### src/rtl/sram_clear_controller.sv
// rtl/sram_clear_controller.sv - zeroes an external SRAM after reset/flush, then passes client accesses through
module sram_clear_controller #(
    parameter int DATA_WIDTH = 32,
    parameter int SIZE       = 1024,
    parameter int ADDR_WIDTH = $clog2(SIZE)
) (
    input  logic                  clk,
    input  logic                  reset,
    input  logic                  flush_req,
    input  logic                  client_read_en,
    input  logic [ADDR_WIDTH-1:0] client_read_addr,
    input  logic                  client_write_en,
    input  logic [ADDR_WIDTH-1:0] client_write_addr,
    input  logic [DATA_WIDTH-1:0] client_write_data,
    output logic                  client_ready,
    output logic [DATA_WIDTH-1:0] client_read_data,
    output logic                  client_read_valid,
    output logic                  sram_read_en,
    output logic [ADDR_WIDTH-1:0] sram_read_addr,
    output logic                  sram_write_en,
    output logic [ADDR_WIDTH-1:0] sram_write_addr,
    output logic [DATA_WIDTH-1:0] sram_write_data,
    input  logic [DATA_WIDTH-1:0] sram_read_data,
    output logic                  busy,
    output logic                  flush_done
);

    typedef enum logic {CLEAR, ACTIVE} state_t;

    // Terminal count is SIZE-1 so a non power-of-two SIZE never touches addresses >= SIZE.
    localparam logic [ADDR_WIDTH-1:0] LAST_ADDR = ADDR_WIDTH'(SIZE - 1);

    state_t                  state;
    state_t                  state_next;
    logic [ADDR_WIDTH-1:0]   clear_addr;
    logic [ADDR_WIDTH-1:0]   clear_addr_next;
    logic                    sweep_last;
    logic                    bypass_hit;
    logic [DATA_WIDTH-1:0]   bypass_data;
    logic                    collide;

    assign sweep_last = (state == CLEAR) && (clear_addr == LAST_ADDR);
    assign collide    = (state == ACTIVE) && client_read_en && client_write_en &&
                        (client_read_addr == client_write_addr);

    always_ff @(posedge clk or negedge reset) begin
        if (!reset) begin
            state      <= CLEAR;
            clear_addr <= '0;
        end else begin
            state      <= state_next;
            clear_addr <= clear_addr_next;
        end
    end

    always_comb begin
        state_next      = state;
        clear_addr_next = clear_addr;
        client_ready    = 1'b0;
        busy            = 1'b0;
        sram_read_en    = 1'b0;
        sram_read_addr  = '0;
        sram_write_en   = 1'b0;
        sram_write_addr = '0;
        sram_write_data = '0;
        case (state)
            CLEAR: begin
                busy            = 1'b1;
                sram_write_en   = 1'b1;
                sram_write_addr = clear_addr;
                if (sweep_last) begin
                    state_next      = ACTIVE;
                    clear_addr_next = '0;
                end else begin
                    clear_addr_next = clear_addr + 1'b1;
                end
            end
            ACTIVE: begin
                client_ready    = 1'b1;
                sram_read_en    = client_read_en;
                sram_read_addr  = client_read_addr;
                sram_write_en   = client_write_en;
                sram_write_addr = client_write_addr;
                sram_write_data = client_write_data;
                if (flush_req) begin
                    state_next = CLEAR;
                end
            end
            default: state_next = CLEAR;
        endcase
    end

    // Same-address read+write returns the new data without relying on SRAM write-through.
    always_ff @(posedge clk or negedge reset) begin
        if (!reset) begin
            flush_done        <= 1'b0;
            client_read_valid <= 1'b0;
            bypass_hit        <= 1'b0;
            bypass_data       <= '0;
        end else begin
            flush_done        <= sweep_last;
            client_read_valid <= client_read_en && client_ready;
            bypass_hit        <= collide;
            if (collide) begin
                bypass_data <= client_write_data;
            end
        end
    end

    assign client_read_data = bypass_hit ? bypass_data : sram_read_data;

endmodule

### config.mk
export PLATFORM = sky130hd
export DESIGN_NAME = sram_clear_controller
export DESIGN_NICKNAME = d
export VERILOG_FILES = /design/src/rtl/sram_clear_controller.sv
export SDC_FILE = /design/constraint.sdc
export NUM_CORES = 1
export LEC_CHECK = 0
export CORE_UTILIZATION = 37
export CTS_CLUSTER_DIAMETER = 40
export CTS_CLUSTER_SIZE = 12
export DETAILED_ROUTE_END_ITERATION = 8
export PLACE_DENSITY = 0.81
export SETUP_SLACK_MARGIN = 0.5
export SLEW_MARGIN = 0
export SYNTH_ARGS = -nofsm -noshare
export SYNTH_HDL_FRONTEND = slang
export SYNTH_SLANG_ARGS = --single-unit
### constraint.sdc
create_clock -name clk -period 2 [get_ports clk]
set_input_delay 0.4 -clock clk [delete_from_list [all_inputs] [get_ports clk]]
set_output_delay 0.4 -clock clk [all_outputs]
set_load 0.1 [all_outputs]
==> impl_metrics.py <==
metrics = {
    "final_layout": {
        "multi_input_area_um2": 2000,
        "nets": 531,
        "post_layout_nonfiller_instances": 541,
        "seq_area_um2": 1160,
        "nFillCells": 251,
        "fin_area_um2": 6640,
        "area_delta_synth_final_pct": 137,
        "antennaDiodeCount": 0,
        "layout-drive-gt1-share_pct": 63.6,
    },
    "placed_design": {
        "placed_cell_area_um2": 5910,
        "io_buffers": 178,
        "preCtsSetupSlack_ns": -0.302,
        "routabilityCongestion": 0.876,
        "place_hpwl_mm": 8.71,
        "dp.cells": 504,
    },
    "timing": {
        "fmax_ghz": 0.498,
        "period_share_pct": 100,
        "drv_slew": 0,
        "hold_ws_ns": 0.0801,
        "rsz0062_at_grt": "true",
        "setup_viol": 4,
        "slew_headroom_pct": 58.8,
        "setup_slack_ns": -0.00816,
        "hold_violations": 0,
        "fin_worst_skew_ns": 0.0115,
        "tightest_slew_ns": 0.619,
        "finalSetupTns_ns": -0.0178,
        "fin_crit_ns": 2.01,
    },
    "routing": {
        "wl_met3_mm": 1.42,
        "drtIter0Drc": 135,
        "wl_met2_mm": 8.42,
        "drt-vias-per-instance": 5.59,
        "routed.top_layer": "met5",
        "drcViolationCount": 0,
        "wl_per_cell_um": 30.1,
        "via_count": 3022,
        "drt_first_pass_iters": 4,
        "drt_wl_total_mm": 16.3,
        "drt-met1-wl_mm": 5.75,
        "drtAntennaViolNets": 0,
    },
    "status": {
        "violations": "negative setup slack",
        "status": "finished, violations left",
    },
    "critical_path": {
        "endpoint_kind": "output pin",
        "crit_chain": "buf_6, buf_16, mux2_4, buf_12",
        "cp.required_ns": 1.60,
        "worst-path-max-fanout": 8,
        "critPathTopFamily": "buffers and inverters",
        "critical_path_class": "reg2out",
        "cp.arrival_ns": 1.61,
        "cp-start-kind": "flip-flop",
        "slowest_stage": "dfrtp_2",
        "critPathBufInv": 3,
        "cpPeakStageDelay_ns": 0.47,
    },
    "cts": {
        "cts-root-buf": "clkbuf_8",
        "clk_path_buf_depth": 2,
        "clkTransAtPathRegs_ns": 0.10,
        "tritoncts": "yes",
        "clkLatencyLatePin_ns": 0.33,
        "numCtsBuffers": 5,
        "clock_sinks": 46,
        "htree_levels": 2,
    },
    "power": {
        "seqPwrFrac_pct": 30.3,
        "p_switching_mw": 1.66,
        "vdd_drop_max_uv": 977,
        "leakage_nw": 3.21,
        "power.internal_mw": 2.02,
        "clkPwrFrac_pct": 16.8,
        "pwr-share-comb_pct": 52.9,
        "power_per_cell_area_nw_per_um2": 554,
        "p_sw_share_pct": 45.0,
    },
    "global_route": {
        "grt_pass1_vias": 3164,
        "grt_antenna_before_repair": 1,
        "grt_pass1_wl_mm": 20.8,
        "grt_max_degree": 33,
        "overflow": 0,
        "grt_util_all_layers_pct": 37.8,
    },
    "die": {
        "fp.dieArea_um2": 7910,
        "core_um2": 7290,
        "start_util_pct": 38.3,
        "pin_count": 179,
        "die_h_um": 88.9,
        "dieWidth_um": 88.9,
        "rows": 31,
    },
    "yosys": {
        "syn_area_per_cell_um2": 12.1,
        "synth_cell_types": 25,
        "syn_inst": 232,
        "ys_ff_latch": 46,
        "synth_fp_nets": 322,
        "synthesis.area_um2": 2800,
        "ys.warnings.count": 0,
        "synth_seq_area_share_pct": 41.2,
    },
    "worst_hold_path": {
        "hold_class": "in2async",
    },
    "run": {
        "cap_viol_max_count": 0,
    },
}
==> synth_stat cells (all sizes together) <==
library cell / n / area, um2
ha: 1 / 12.5
clkbuf: 7 / 26.3
xor2: 13 / 114
nand3b: 1 / 7.51
nand2: 9 / 33.8
nor4: 3 / 18.8
inv: 1 / 3.75
nor3: 5 / 25.0
and3: 1 / 7.51
and4: 1 / 8.76
buf: 8 / 55.1
o21bai: 1 / 7.51
xnor2: 6 / 52.6
nand2b: 2 / 12.5
o21ai: 1 / 5.00
and2: 43 / 269
dfrtp: 46 / 1150
nor2: 5 / 18.8
mux2: 73 / 935
nand3: 3 / 20.0
nand4: 2 / 12.5
==> sequential cells by signal (all words and copies together), names as in the netlist <==
register           flops
client_read_valid      1
state                  1
bypass_data           32
flush_done             1
bypass_hit             1
clear_addr            10
==> placed cells by master (no fill, tap or decap), drive strengths merged <==
master	Yosys	layout
dfrtp	46	46
nand2	9	9
nor3	5	5
xor2	13	13
nor4	3	3
nor2	5	5
dlygate4sd2	0	1
buf	8	126
and3	1	1
xnor2	6	6
nand4	2	2
clkinvlp	0	1
ha	1	1
o21ai	1	1
and4	1	1
dlymetal6s2s	0	19
nand3b	1	1
clkdlybuf4s50	0	67
mux2	73	73
nand3	3	3
clkbuf	7	10
nand2b	2	2
o21bai	1	1
and2	43	43
clkinv	0	2
==> stage by stage <==
stage | util [%] | power, mW
after global routing | 91.0 | 3.78
after detailed placement | 81.1 | 2.92
after CTS | 86.9 | 3.53
final | 91.0 | 3.68
after global placement | 81.1 | 2.89
after floorplan | - | 2.16
==> power by group through the flow <==
stage	logic [mW]	clock network (mW)	registers [mW]
after floorplan	1.08	0	1.08
after global placement	1.79	0	1.10
after detailed placement	1.82	0	1.10
after CTS	1.86	0.578	1.09
after global routing	1.99	0.662	1.12
final	1.95	0.617	1.12
==> cells by family (layout without fill, tap and decap cells) <==
kind of cell,after synthesis,in the layout,share of synthesized area [%]
multiplexers,73,73,33.4
AO/OA/AOI/OAI,2,2,0.447
flip-flops,46,46,41.2
buffers and inverters,16,226,3.04
XOR/XNOR,19,19,5.95
AND/OR/NAND/NOR,75,75,15.5
adder cells (fa/ha/maj),1,1,0.447
==> repair_timing <==
action | CTS | global route
buffers inserted | 15 | 6
gates resized for setup | 31 | 52
gates cloned | 4 | 4
endpoints found under the setup margin | 128 | 131
hold buffers | 0 | 0
pin swaps | 7 | 6
==> path summary, 6_finish.rpt <==
kind | start | end | slack (ns) | cells past startpoint
min | reset | clear_addr[0] | 0.08 | 1
min reg2reg | bypass_data[26] | bypass_data[26] | 0.54 | 1
max | bypass_hit | client_read_data[12] | -0.008 | 4
max in group asynchronous | reset | bypass_hit | 1.33 | 2
min in group clk | bypass_data[26] | bypass_data[26] | 0.54 | 1
max reg2reg | state | bypass_data[29] | 0.09 | 7
==> per-layer routing <==
layer / track usage, % / vias to the layer above
li1: - / 1208
met1: 41.8 / 1555
met2: 68.0 / 200
met3: 10.5 / 57
met4: 16.6 / 2
met5: 0 / -
==> cell type report <==
| class | instances | area share (%) |
|---|---|---|
| repair buffers | 217 | 49.2 |
| multi-input cells | 170 | 30.2 |
| flip-flops and latches | 46 | 17.4 |
| well taps | 99 | 1.87 |
| clock buffers | 6 | 1.09 |
| clock inverters | 2 | 0.151 |
| inverters | 1 | 0.113 |
No activity file was read; power rests on OpenSTA's default activity.
